**src/rtl/fetch_align_16.sv**
```systemverilog
// rtl/fetch_align_16.sv - halfword fetch aligner returning right-aligned RVC/32-bit instructions.
// Optional FETCH_HWBUF_EN adds a one-entry halfword buffer that bypasses the icache on address match.
module fetch_align_16 #(
    parameter int ADDR_WIDTH  = 32,
    parameter bit COMP_DETECT = 1'b1
) (
    input  logic                  clk_i,
    input  logic                  reset_i,
    input  logic                  cpu_valid_i,
    input  logic [ADDR_WIDTH-1:0] cpu_addr_i,
    output logic                  cpu_ready_o,
    output logic [31:0]           cpu_rdata_o,
    output logic                  cpu_is_comp_o,
    output logic                  cache_valid_o,
    output logic [ADDR_WIDTH-1:0] cache_addr_o,
    input  logic                  cache_ready_i,
    input  logic [15:0]           cache_rdata_i
);

    typedef enum logic [2:0] {
        IDLE,
        REQ_LO,
        GAP,
        REQ_HI,
        RESP,
        WAIT_DROP
    } state_t;

    state_t                state_q, state_d;
    logic [ADDR_WIDTH-1:0] pc_q, pc_d;
    logic [15:0]           lo_q, lo_d;
    logic                  cpu_ready_q, cpu_ready_d;
    logic [31:0]           cpu_rdata_q, cpu_rdata_d;
    logic                  cpu_is_comp_q, cpu_is_comp_d;
    logic                  cache_valid_q, cache_valid_d;
    logic [ADDR_WIDTH-1:0] cache_addr_q, cache_addr_d;
    logic [ADDR_WIDTH-1:0] pc_hi;

`ifdef FETCH_HWBUF_EN
    logic                  buf_valid_q, buf_valid_d;
    logic [ADDR_WIDTH-1:0] buf_addr_q, buf_addr_d;
    logic [15:0]           buf_data_q, buf_data_d;
`endif

    // Second halfword address wraps naturally at 2^ADDR_WIDTH.
    assign pc_hi = pc_q + ADDR_WIDTH'(2);

    function automatic logic is_rvc(input logic [15:0] hw);
        return COMP_DETECT && (hw[1:0] != 2'b11);
    endfunction

    always_comb begin
        state_d       = state_q;
        pc_d          = pc_q;
        lo_d          = lo_q;
        cpu_ready_d   = 1'b0;
        cpu_rdata_d   = cpu_rdata_q;
        cpu_is_comp_d = cpu_is_comp_q;
        cache_valid_d = cache_valid_q;
        cache_addr_d  = cache_addr_q;
`ifdef FETCH_HWBUF_EN
        buf_valid_d   = buf_valid_q;
        buf_addr_d    = buf_addr_q;
        buf_data_d    = buf_data_q;
`endif
        case (state_q)
            IDLE: begin
                if (cpu_valid_i) begin
                    pc_d    = cpu_addr_i;
                    pc_d[0] = 1'b0;
`ifdef FETCH_HWBUF_EN
                    if (buf_valid_q && (buf_addr_q == pc_d)) begin
                        lo_d = buf_data_q;
                        if (is_rvc(buf_data_q)) begin
                            cpu_rdata_d   = {16'h0, buf_data_q};
                            cpu_is_comp_d = 1'b1;
                            cpu_ready_d   = 1'b1;
                            state_d       = RESP;
                        end else begin
                            state_d = GAP;
                        end
                    end else begin
                        cache_addr_d  = pc_d;
                        cache_valid_d = 1'b1;
                        state_d       = REQ_LO;
                    end
`else
                    cache_addr_d  = pc_d;
                    cache_valid_d = 1'b1;
                    state_d       = REQ_LO;
`endif
                end
            end
            REQ_LO: begin
                if (!cpu_valid_i) begin
                    cache_valid_d = 1'b0;
                    state_d       = IDLE;
                end else if (cache_ready_i) begin
                    lo_d          = cache_rdata_i;
                    cache_valid_d = 1'b0;
`ifdef FETCH_HWBUF_EN
                    buf_valid_d   = 1'b1;
                    buf_addr_d    = pc_q;
                    buf_data_d    = cache_rdata_i;
`endif
                    if (is_rvc(cache_rdata_i)) begin
                        cpu_rdata_d   = {16'h0, cache_rdata_i};
                        cpu_is_comp_d = 1'b1;
                        cpu_ready_d   = 1'b1;
                        state_d       = RESP;
`ifdef FETCH_HWBUF_EN
                    end else if (buf_valid_q && (buf_addr_q == pc_hi)) begin
                        cpu_rdata_d   = {buf_data_q, cache_rdata_i};
                        cpu_is_comp_d = 1'b0;
                        cpu_ready_d   = 1'b1;
                        state_d       = RESP;
`endif
                    end else begin
                        state_d = GAP;
                    end
                end
            end
            GAP: begin
                // The icache needs one idle cycle between back-to-back reads.
                if (!cpu_valid_i) begin
                    state_d = IDLE;
                end else begin
                    cache_addr_d  = pc_hi;
                    cache_valid_d = 1'b1;
                    state_d       = REQ_HI;
                end
            end
            REQ_HI: begin
                if (!cpu_valid_i) begin
                    cache_valid_d = 1'b0;
                    state_d       = IDLE;
                end else if (cache_ready_i) begin
                    cpu_rdata_d   = {cache_rdata_i, lo_q};
                    cpu_is_comp_d = 1'b0;
                    cache_valid_d = 1'b0;
                    cpu_ready_d   = 1'b1;
                    state_d       = RESP;
`ifdef FETCH_HWBUF_EN
                    buf_valid_d   = 1'b1;
                    buf_addr_d    = pc_hi;
                    buf_data_d    = cache_rdata_i;
`endif
                end
            end
            RESP: begin
                state_d = WAIT_DROP;
            end
            WAIT_DROP: begin
                if (!cpu_valid_i) begin
                    state_d = IDLE;
                end
            end
            default: begin
                state_d = IDLE;
            end
        endcase
    end

    always_ff @(posedge clk_i) begin
        if (reset_i) begin
            state_q       <= IDLE;
            pc_q          <= '0;
            lo_q          <= '0;
            cpu_ready_q   <= 1'b0;
            cpu_rdata_q   <= '0;
            cpu_is_comp_q <= 1'b0;
            cache_valid_q <= 1'b0;
            cache_addr_q  <= '0;
        end else begin
            state_q       <= state_d;
            pc_q          <= pc_d;
            lo_q          <= lo_d;
            cpu_ready_q   <= cpu_ready_d;
            cpu_rdata_q   <= cpu_rdata_d;
            cpu_is_comp_q <= cpu_is_comp_d;
            cache_valid_q <= cache_valid_d;
            cache_addr_q  <= cache_addr_d;
        end
    end

`ifdef FETCH_HWBUF_EN
    always_ff @(posedge clk_i) begin
        if (reset_i) begin
            buf_valid_q <= 1'b0;
            buf_addr_q  <= '0;
            buf_data_q  <= '0;
        end else begin
            buf_valid_q <= buf_valid_d;
            buf_addr_q  <= buf_addr_d;
            buf_data_q  <= buf_data_d;
        end
    end
`endif

    assign cpu_ready_o   = cpu_ready_q;
    assign cpu_rdata_o   = cpu_rdata_q;
    assign cpu_is_comp_o = cpu_is_comp_q;
    assign cache_valid_o = cache_valid_q;
    assign cache_addr_o  = cache_addr_q;

endmodule

```
**config.mk**
```make
export PLATFORM = sky130hd
export DESIGN_NAME = fetch_align_16
export DESIGN_NICKNAME = d
export VERILOG_FILES = /design/src/rtl/fetch_align_16.sv
export SDC_FILE = /design/constraint.sdc
export NUM_CORES = 1
export LEC_CHECK = 0
export ABC_AREA = 1
export BUFFER_PORTS_ARGS = -buffer_cell sky130_fd_sc_hd__buf_4
export CAP_MARGIN = 20
export CORE_MARGIN = 2
export CORE_UTILIZATION = 47
export DETAILED_ROUTE_END_ITERATION = 8
export PLACE_DENSITY_LB_ADDON = 0.3
export SLEW_MARGIN = 20
export SYNTH_ARGS = -nofsm -noshare
export SYNTH_HDL_FRONTEND = slang
export SYNTH_SLANG_ARGS = --single-unit
```
**constraint.sdc**
```tcl
create_clock -name clk_i -period 3.1 [get_ports clk_i]
set_input_delay 0.155 -clock clk_i [delete_from_list [all_inputs] [get_ports clk_i]]
set_output_delay 0.155 -clock clk_i [all_outputs]
set_load 0.1 [all_outputs]
```
==> flow_metrics.env, run 1 <==
export IMPL_outcome="complete, no violations"
export IMPL_final_cell_area_um2=7300
export IMPL_cp_data_required_time_ps=3550
export IMPL_worstSetupPathType="reg -> reg"
export IMPL_netlist_area_um2=5290
export IMPL_clk_latency_ps=530
export IMPL_num_vias=5602
export IMPL_maxCapViolCount=0
export IMPL_cts_buffer_depth=2
export IMPL_setup_violations=0
export IMPL_final_common_cell="nand2_1"
export IMPL_fin_cells=1052
export IMPL_antenna_cells=0
export IMPL_ys_seq_elements=116
export IMPL_worst_pin_slew_ps=837
export IMPL_p_int_mw=3.42
export IMPL_finalHoldViolCount=0
export IMPL_drv_slew=0
export IMPL_cts_buffers_inserted=17
export IMPL_grt_max_degree=52
export IMPL_cp_cell_sequence="inv_1 -> nand2_1 -> nor2_2 -> nand2_4 -> nand2_4 -> inv_2 -> nand2_1 -> a21oi_1"
export IMPL_power_frac_seq_pct=33.4
export IMPL_startpoint_type="flop"
export IMPL_path_clk_slew_ps=60
export IMPL_initial_utilization_pct=48.6
export IMPL_die_w_um=110
export IMPL_rows=38
export IMPL_dp_cells=972
export IMPL_p_leak_nw=3.04
export IMPL_utilization_pct=67.0
export IMPL_fp_coreArea_um2=10900
export IMPL_syn2layout_area_growth_pct=37.9
export IMPL_cp_arrival_ps=2720
export IMPL_dpl_instance_area_um2=6170
export IMPL_relSlewSlack_pct=44.1
export IMPL_cts_sinks=116
export IMPL_vias_per_cell=5.33
export IMPL_holdWs_ps=39.5
export IMPL_fp_dieH_um=110
export IMPL_vdd_drop_max_v=0.000584
export IMPL_rsz0062_at_grt="no"
export IMPL_max_freq_ghz=0.441
export IMPL_grt_usage_pct=27.8
export IMPL_p_sw_mw=1.83
export IMPL_routed_wl_mm=15.9
export IMPL_dieArea_um2=12100
export IMPL_fin_crit_sh_pct=73.1
export IMPL_synth_fp_nets=804
export IMPL_synth_avg_cell_area_um2=7.04
export IMPL_synth_distinct_cells=28
export IMPL_drive_above_1_share_pct=18.5
export IMPL_synth_warnings=0
export IMPL_wl_per_cell_um=15.2
export IMPL_slowest_delay_ps=480
export IMPL_grt_pass1_vias=5525
export IMPL_antenna_found_initial=0
export IMPL_dpl_hpwl_mm=10.0
export IMPL_postSynthCellCount=751
export IMPL_drc_errors=0
export IMPL_grt_ovfl_total=0
export IMPL_ys_seq_area_share_pct=43.9
export IMPL_power_frac_clock_pct=40.8
export IMPL_drt_iter0_drc=354
export IMPL_swShare_pct=34.9
export IMPL_cpMaxStageDelayCell="inv_2"
export IMPL_ant_nets=0
export IMPL_cts_tree="yes"
export IMPL_root_buffer="clkbuf_8"
export IMPL_holdCritPathClass="in -> reg"
export IMPL_first_pass_iters=7
export IMPL_grt_pass1_wl_mm=26.2
export IMPL_cts_htree_levels=4
export IMPL_p_comb_share_pct=25.8
export IMPL_power_density_nw_per_um2=719
export IMPL_final_cell_mix="nand2_1, buf_4, dfxtp_1"
export IMPL_portBuffers=116
export IMPL_skew_ps=7.98
export IMPL_io_pins=119
export IMPL_fin_crit_ps=2270
export IMPL_fill_cells=927
export IMPL_cp_max_fo=51
export IMPL_gp_congestion=0.910
export IMPL_endpoint_kind="flop"
export IMPL_nNetsFinal=952
export IMPL_tns_ps=0
[cell usage after synthesis (all sizes together)]
master,number,area (µm²)
a21oi,89,445
a22oi,9,67.6
a31oi,19,119
and2,2,12.5
buf,21,144
clkbuf,22,82.6
conb,1,3.75
dfxtp,116,2320
ha,1,12.5
inv,42,158
nand2,202,776
nand3,39,200
nor2,87,355
nor3,1,16.3
o211ai,2,15.0
o21a,14,105
o21ai,74,370
or2,1,6.26
xnor2,2,17.5
xor2,7,61.3
[critical path, delay by kind of cell, from the launching register on]
family | cells | cell delay, ps
DFF | 1 | 440
AOI/OAI and AO/OA | 1 | 180
and+or+nand+nor | 5 | 960
buffers and inverters | 2 | 580
[registers in the layout, summed over array words and instances (netlist names)]
name and count:
pc_q 31, cache_valid_o 1, state_q 3, cpu_ready_o 1, cpu_is_comp_o 1, lo_q 16, cpu_rdata_o 32, cache_addr_o 31
[timing repair]
item / CTS / global route
hold buffers: 48 / 0
resized for setup: 0 / 0
setup buffers: 0 / 0
endpoints found under the hold margin: 103 / 0
[per-layer routing]
layer  vias to the layer above  share of wire [%]  global-route usage, %
li1                       2771                  -                      -
met1                      2629                 42                   31.7
met2                       182                 51                   50.4
met3                        20                5.9                   8.35
met4                         0                1.2                   7.14
met5                         -                  0                      0
[cells by family (layout without fill, tap and decap cells)]
group | after synthesis | after routing | share of synthesized area [%]
DFF | 116 | 116 | 43.9
other | 1 | 1 | 0.0709
buffers and inverters | 85 | 246 | 7.26
and+or+nand+nor | 332 | 332 | 25.8
adders and majority gates | 1 | 1 | 0.236
xor gates and xnor gates | 9 | 9 | 1.49
AOI/OAI and AO/OA | 207 | 207 | 21.2
[power groups by stage]
stage / registers (mW) / clock network [mW] / logic (mW)
4_1_cts: 1.75 / 2.16 / 1.35
2_1_floorplan: 2.33 / 0 / 0.438
5_1_grt: 1.77 / 2.23 / 1.45
6_report: 1.75 / 2.14 / 1.35
3_3_place_gp: 1.77 / 0 / 1.27
3_5_place_dp: 1.78 / 0 / 1.30
[final timing paths]
kind              cells past startpoint                            end  slack (ps)                          from
hold / removal                        5         cpu_ready_o$_SDFF_PP0_          40                 cache_ready_i
setup / recovery                      8  cache_addr_o[21]$_SDFFE_PP0P_         830       state_q[0]$_SDFFE_PP0P_
setup reg to reg                      8  cache_addr_o[21]$_SDFFE_PP0P_         830       state_q[0]$_SDFFE_PP0P_
hold reg to reg                       2   cpu_rdata_o[30]$_SDFFE_PP0P_         460  cpu_rdata_o[30]$_SDFFE_PP0P_
[metrics by stage]
stage | power, mW | worst slack (ps)
2_1_floorplan | 2.77 | 1650
3_3_place_gp | 3.04 | 984
4_1_cts | 5.26 | 851
5_1_grt | 5.44 | 567
3_5_place_dp | 3.07 | 867
6_report | 5.24 | 835
[cell type report]
cell class | instances | area [µm²] | share of cell area (%)
Timing Repair Buffer | 172 | 1410 | 19.3
Clock inverter | 12 | 201 | 2.76
Tap cell | 140 | 175 | 2.40
Inverter | 42 | 158 | 2.16
Clock buffer | 20 | 445 | 6.10
Sequential cell | 116 | 2320 | 31.8
Multi-Input combinational cell | 550 | 2580 | 35.4
(Power assumes the default switching activity.)
==> inputs of run 2 (changes only) <==
ABC_AREA = 0   (was 1)
clock period = 1.9 ns   (was 3.1 ns; I/O delays follow)
==> run 2 against run 1 <==
Compared with the run above:
- area after synthesis fell by 4.5%
- utilization rose by 3.9 points
- fmax rose by 29%
- setup slack got worse by 690 ps
- worst hold slack improved by 350 ps
- largest cell class unchanged
==> flow_metrics.env, run 2 <==
export IMPL_post_cts_buffers=0
export IMPL_drive_above_1_share_pct=25.0
export IMPL_drt_iter0_drc=277
export IMPL_final_cell_mix="nand2_1, buf_4, dfxtp_1"
export IMPL_initial_utilization_pct=48.7
export IMPL_wl_per_cell_um=14.7
export IMPL_vias_per_cell=5.45
export IMPL_synth_compound_area_share_pct=19.4
export IMPL_synth_edf_count=0
export IMPL_first_pass_iters=5
export IMPL_root_buffer="clkbuf_8"
export IMPL_power_density_nw_per_um2=950
export IMPL_final_common_cell="nand2_1"
export IMPL_cp_arrival_ps=2140
export IMPL_fin_crit_sh_pct=92.5
export IMPL_netlist_area_um2=5050
export IMPL_drc_errors=0
export IMPL_utilization_pct=70.9
export IMPL_holdWs_ps=390
export IMPL_cp_max_fo=4
export IMPL_fp_coreArea_um2=10400
export IMPL_routed_wl_mm=14.2
export IMPL_ys_seq_area_share_pct=46.0
export IMPL_endpoint_kind="flop"
export IMPL_power_mw=6.98
export IMPL_synth_flop_cell="dfxtp_1"
export IMPL_grt_usage_pct=25.0
export IMPL_syn2layout_area_growth_pct=45.5
export IMPL_cts_buffers_inserted=17
export IMPL_outcome="complete, no violations"
export IMPL_skew_ps=6.37
export IMPL_holdCritPathClass="in -> reg"
export IMPL_rows=37
export IMPL_setup_violations=0
export IMPL_synth_fp_nets=694
export IMPL_dieArea_um2=11600
export IMPL_cp_data_required_time_ps=2290
export IMPL_dp_cells=886
export IMPL_synth_avg_cell_area_um2=7.88
export IMPL_fin_crit_ps=1760
export IMPL_cts_tree="yes"
export IMPL_synth_distinct_cells=52
export IMPL_ant_nets=0
export IMPL_rsz0062_at_grt="no"
export IMPL_tns_ps=0
export IMPL_fp_dieH_um=108
export IMPL_p_leak_nw=2.94
export IMPL_setup_ws_ps=143
export IMPL_path_clk_slew_ps=60
export IMPL_synth_warnings=0
export IMPL_grt_max_degree=58
export IMPL_largest_register_ffs=32
export IMPL_gp_congestion=0.831
export IMPL_io_pins=119
export IMPL_synth_most_common_cell="nand2_1"
export IMPL_portBuffers=116
export IMPL_relSlewSlack_pct=60.9
export IMPL_antenna_found_initial=0
export IMPL_maxCapViolCount=0
export IMPL_dp_slack_ps=-4.25
export IMPL_grt_ovfl_total=0
export IMPL_regArea_um2=2320
export IMPL_antenna_cells=0
export IMPL_synth_xor_area_share_pct=4.33
export IMPL_startpoint_type="flop"
export IMPL_dpl_instance_area_um2=6240
export IMPL_fin_cells=968
export IMPL_max_freq_ghz=0.569
export IMPL_worstSetupPathType="reg -> reg"
export IMPL_vdd_drop_max_v=0.000554
export IMPL_drv_slew=0
export IMPL_worst_pin_slew_ps=587
export IMPL_netlist_top_cells_area="dfxtp_1, nand2_1, a21oi_1, xor2_1, a311oi_1"
export IMPL_nNetsFinal=872
export IMPL_multi_input_area_um2=2540
export IMPL_postSynthCellCount=641
export IMPL_clk_latency_ps=510
export IMPL_yosys_mux_area_fraction_pct=0.198
export IMPL_fill_cells=767
export IMPL_yosys_area_share_simple_pct=25.4
export IMPL_ys_seq_elements=116
export IMPL_grt_pass1_vias=4933
export IMPL_yosys_area_top_type_share_pct=46.0
export IMPL_cts_htree_levels=4
export IMPL_synth_commonest_cells="nand2_1, dfxtp_1, a21oi_1"
export IMPL_finalHoldViolCount=0
export IMPL_synth_top_family_by_area="simple AND/OR/NAND/NOR gates"
export IMPL_yosys_area_share_adder_pct=0.248
export IMPL_dpl_hpwl_mm=9.37
export IMPL_cts_sinks=116
export IMPL_grt_pass1_wl_mm=23.1
export IMPL_num_vias=5272
export IMPL_async_reset_ff_share_pct=0
export IMPL_die_w_um=108
export IMPL_yosys_area_top_type="dfxtp_1"
export IMPL_cts_buffer_depth=2
export IMPL_final_cell_area_um2=7350
[run 2: what timing repair did]
item                       in CTS  in global routing
hold endpoints to repair      106                  0
pin swaps                       0                  1
setup endpoints to repair       1                  5
hold buffers                   50                  0
cloned                          0                  0
gates resized for setup         1                  5
[run 2: cell families (layout without fill, tap and decap cells)]
| kind of cell | Yosys count | after routing |
|---|---|---|
| simple gates | 287 | 287 |
| compound gates | 156 | 156 |
| flops | 116 | 116 |
| buf+inv | 54 | 245 |
| xor+xnor | 25 | 25 |
| fa+ha+maj | 1 | 1 |
| other cells | 1 | 1 |
| mux | 1 | 1 |
[run 2: where the power goes]
group	internal [mW]	leakage, nW	switching (mW)
Sequential	2.55	0.947	0.0936
Combinational	0.392	1.71	0.826
Clock	1.90	0.277	1.22
[run 2: worst max-delay path, cell delays in order (launching register included)]
cell and delay, ps:
dfxtp_1 330, ha_2 190, inv_2 40, or4_4 570, xnor2_1 150, a222oi_1 290
nor2_1 70
[run 2: routing by layer]
metal	up-vias	wire length (µm)	global-route usage (%)
met4	0	230	10.3
li1	2604	-	-
met2	169	7260	43.4
met3	21	756	4.36
met5	-	0	0
met1	2478	5980	30.4
[run 2: final timing paths]
check	depth (start not counted)	from	slack [ps]	to
worst max-delay path	6	pc_q[2]$_SDFFE_PP0P_	140	cache_addr_o[13]$_SDFFE_PP0P_
worst max register to register	6	pc_q[2]$_SDFFE_PP0P_	140	cache_addr_o[13]$_SDFFE_PP0P_
worst min register to register	2	cpu_rdata_o[28]$_SDFFE_PP0P_	450	cpu_rdata_o[28]$_SDFFE_PP0P_
worst min-delay path	4	cpu_addr_i[4]	390	pc_q[4]$_SDFFE_PP0P_
[run 2: final cells by class]
type	instances	area share (%)
multi-input combinational	471	34.5
sequential	116	31.6
timing repair buffer	209	23.4
clock buffer	17	5.63
clock inverter	15	2.32
tap	136	2.32
inverter	4	0.204
==> inputs of run 3 (changes only) <==
CTS_BUF_LIST = sky130_fd_sc_hd__clkbuf_2   (was unset)
==> run 3 against run 2 <==
Compared with the run above:
- setup slack lost 1.4 ps
- utilization shrank 3.1 points
- cell count is the same
- highest routed layer unchanged
- via count shrank 0.78%
- sequential power is essentially flat
- largest cell class unchanged
- fmax is essentially flat
- design area shrank 4.4%
- clock skew grew 26 ps
- total power shrank 21%
- largest power group is now registers
- non-clock buffer count is the same
- sequential share of layout area grew 1.6 points
==> flow_metrics.env, run 3 (synthesized netlist as in run 2, its figures left out) <==
export IMPL_endpoint_kind="flop"
export IMPL_swShare_pct=35.4
export IMPL_syn2layout_area_growth_pct=39.1
export IMPL_routed_wl_mm=13.8
export IMPL_gp_congestion=0.831
export IMPL_power_mw=5.55
export IMPL_finalHoldViolCount=0
export IMPL_cp_arrival_ps=2290
export IMPL_antenna_cells=0
export IMPL_grt_pass1_wl_mm=22.3
export IMPL_cpMaxStageDelayCell="or4_4"
export IMPL_dpl_hpwl_mm=9.37
export IMPL_worst_pin_slew_ps=579
export IMPL_relSlewSlack_pct=61.4
export IMPL_cp_max_fo=4
export IMPL_grt_max_degree=58
export IMPL_crit_cells=5
export IMPL_drv_slew=0
export IMPL_fill_cells=832
export IMPL_maxCapViolCount=0
export IMPL_clk_latency_ps=640
export IMPL_cp_data_required_time_ps=2430
export IMPL_power_density_nw_per_um2=789
export IMPL_r2r_cells=5
export IMPL_worstSetupPathType="reg -> reg"
export IMPL_wl_per_cell_um=14.3
export IMPL_drive_above_1_share_pct=25.8
export IMPL_initial_utilization_pct=48.7
export IMPL_ant_nets=0
export IMPL_skew_ps=32.3
export IMPL_fin_crit_ps=1760
export IMPL_vias_per_cell=5.40
export IMPL_fp_coreArea_um2=10400
export IMPL_die_w_um=108
export IMPL_rows=37
export IMPL_slowest_delay_ps=580
export IMPL_drc_errors=0
export IMPL_drt_iter0_drc=300
export IMPL_holdWs_ps=222
export IMPL_startpoint_type="flop"
export IMPL_p_sw_mw=1.97
export IMPL_holdCritPathClass="in -> reg"
export IMPL_power_frac_clock_pct=30.4
export IMPL_outcome="complete, no violations"
export IMPL_p_comb_share_pct=21.9
export IMPL_cts_sinks=116
export IMPL_cts_htree_levels=4
export IMPL_portBuffers=116
export IMPL_p_leak_nw=2.80
export IMPL_p_int_mw=3.58
export IMPL_crit_buf_inv=0
export IMPL_final_common_cell="nand2_1"
export IMPL_num_vias=5231
export IMPL_vdd_drop_max_v=0.000450
export IMPL_min_path_cells=4
export IMPL_grt_usage_pct=24.0
export IMPL_max_freq_ghz=0.569
export IMPL_rsz0062_at_grt="no"
export IMPL_grt_ovfl_total=0
export IMPL_cts_tree="yes"
export IMPL_root_buffer="clkbuf_2"
export IMPL_largest_register_ffs=32
export IMPL_antenna_found_initial=0
export IMPL_cts_buffer_depth=2
export IMPL_setup_violations=0
export IMPL_power_frac_seq_pct=47.8
export IMPL_nNetsFinal=872
export IMPL_io_pins=119
export IMPL_path_clk_slew_ps=210
export IMPL_fp_dieH_um=108
export IMPL_final_cell_mix="nand2_1, buf_4, dfxtp_1"
export IMPL_dieArea_um2=11600
export IMPL_utilization_pct=67.8
export IMPL_first_pass_iters=5
export IMPL_cts_buffers_inserted=17
export IMPL_fin_crit_sh_pct=92.6
export IMPL_cp_cell_sequence="nand4_4 -> or4_4 -> xnor2_1 -> a222oi_1 -> nor2_1"
export IMPL_crit_family="simple AND/OR/NAND/NOR gates"
export IMPL_grt_pass1_vias=4773
[run 3: area by class of cell]
cell class              count  area (µm²)  share of cell area [%]
multi-input cells         471        2540                    36.1
flip-flops and latches    116        2330                    33.2
repair buffers            209        1720                    24.5
clock inverters            15         170                    2.42
well taps                 136         170                    2.42
clock buffers              17        85.1                    1.21
inverters                   4        15.0                   0.214
[run 3: metrics by stage]
step	worst slack [ps]	cell area, µm²	instances	TNS (ps)
floorplan	14.9	5050	641	0
global placement	40.1	6240	886	0
detailed placement	-4.25	6240	886	-4.25
CTS	24.6	7000	968	0
global route	2.96	7030	968	0
finish	141	7030	968	0
[run 3: what timing repair did]
item,in CTS,in global routing
setup buffers,0,0
setup endpoints to repair,1,4
pin swaps,0,3
resized for setup,1,12
endpoints found under the hold margin,115,0
hold buffers,50,0
cloned,0,0
[run 3: power by group through the flow]
| stage | Sequential, mW | Clock [mW] | Combinational (mW) |
|---|---|---|---|
| floorplan | 3.13 | 0 | 0.335 |
| global placement | 2.69 | 0 | 1.11 |
| detailed placement | 2.69 | 0 | 1.13 |
| CTS | 2.64 | 1.71 | 1.21 |
| global route | 2.67 | 1.85 | 1.28 |
| finish | 2.65 | 1.69 | 1.21 |
[run 3: per-layer routing]
layer  up-vias  track usage [%]  part of all wire, %
met2       186             41.6                   51
met1      2438             29.7                   42
met4         0             6.50                  1.1
met3        15             5.87                  6.1
met5         -                0                    0
li1       2592                -                    -
[run 3: worst min-delay path, stage by stage]
cell	delay [ps]
dlygate4sd3_1	530
buf_4	130
nand2_1	50
a21oi_1	50
[run 3: final timing paths]
check | from | end | slack (ps)
max | pc_q[3]$_SDFFE_PP0P_ | cache_addr_o[13]$_SDFFE_PP0P_ | 140
min | cpu_addr_i[4] | pc_q[4]$_SDFFE_PP0P_ | 220
max reg2reg | pc_q[3]$_SDFFE_PP0P_ | cache_addr_o[13]$_SDFFE_PP0P_ | 140
min reg2reg | cpu_rdata_o[28]$_SDFFE_PP0P_ | cpu_rdata_o[28]$_SDFFE_PP0P_ | 470
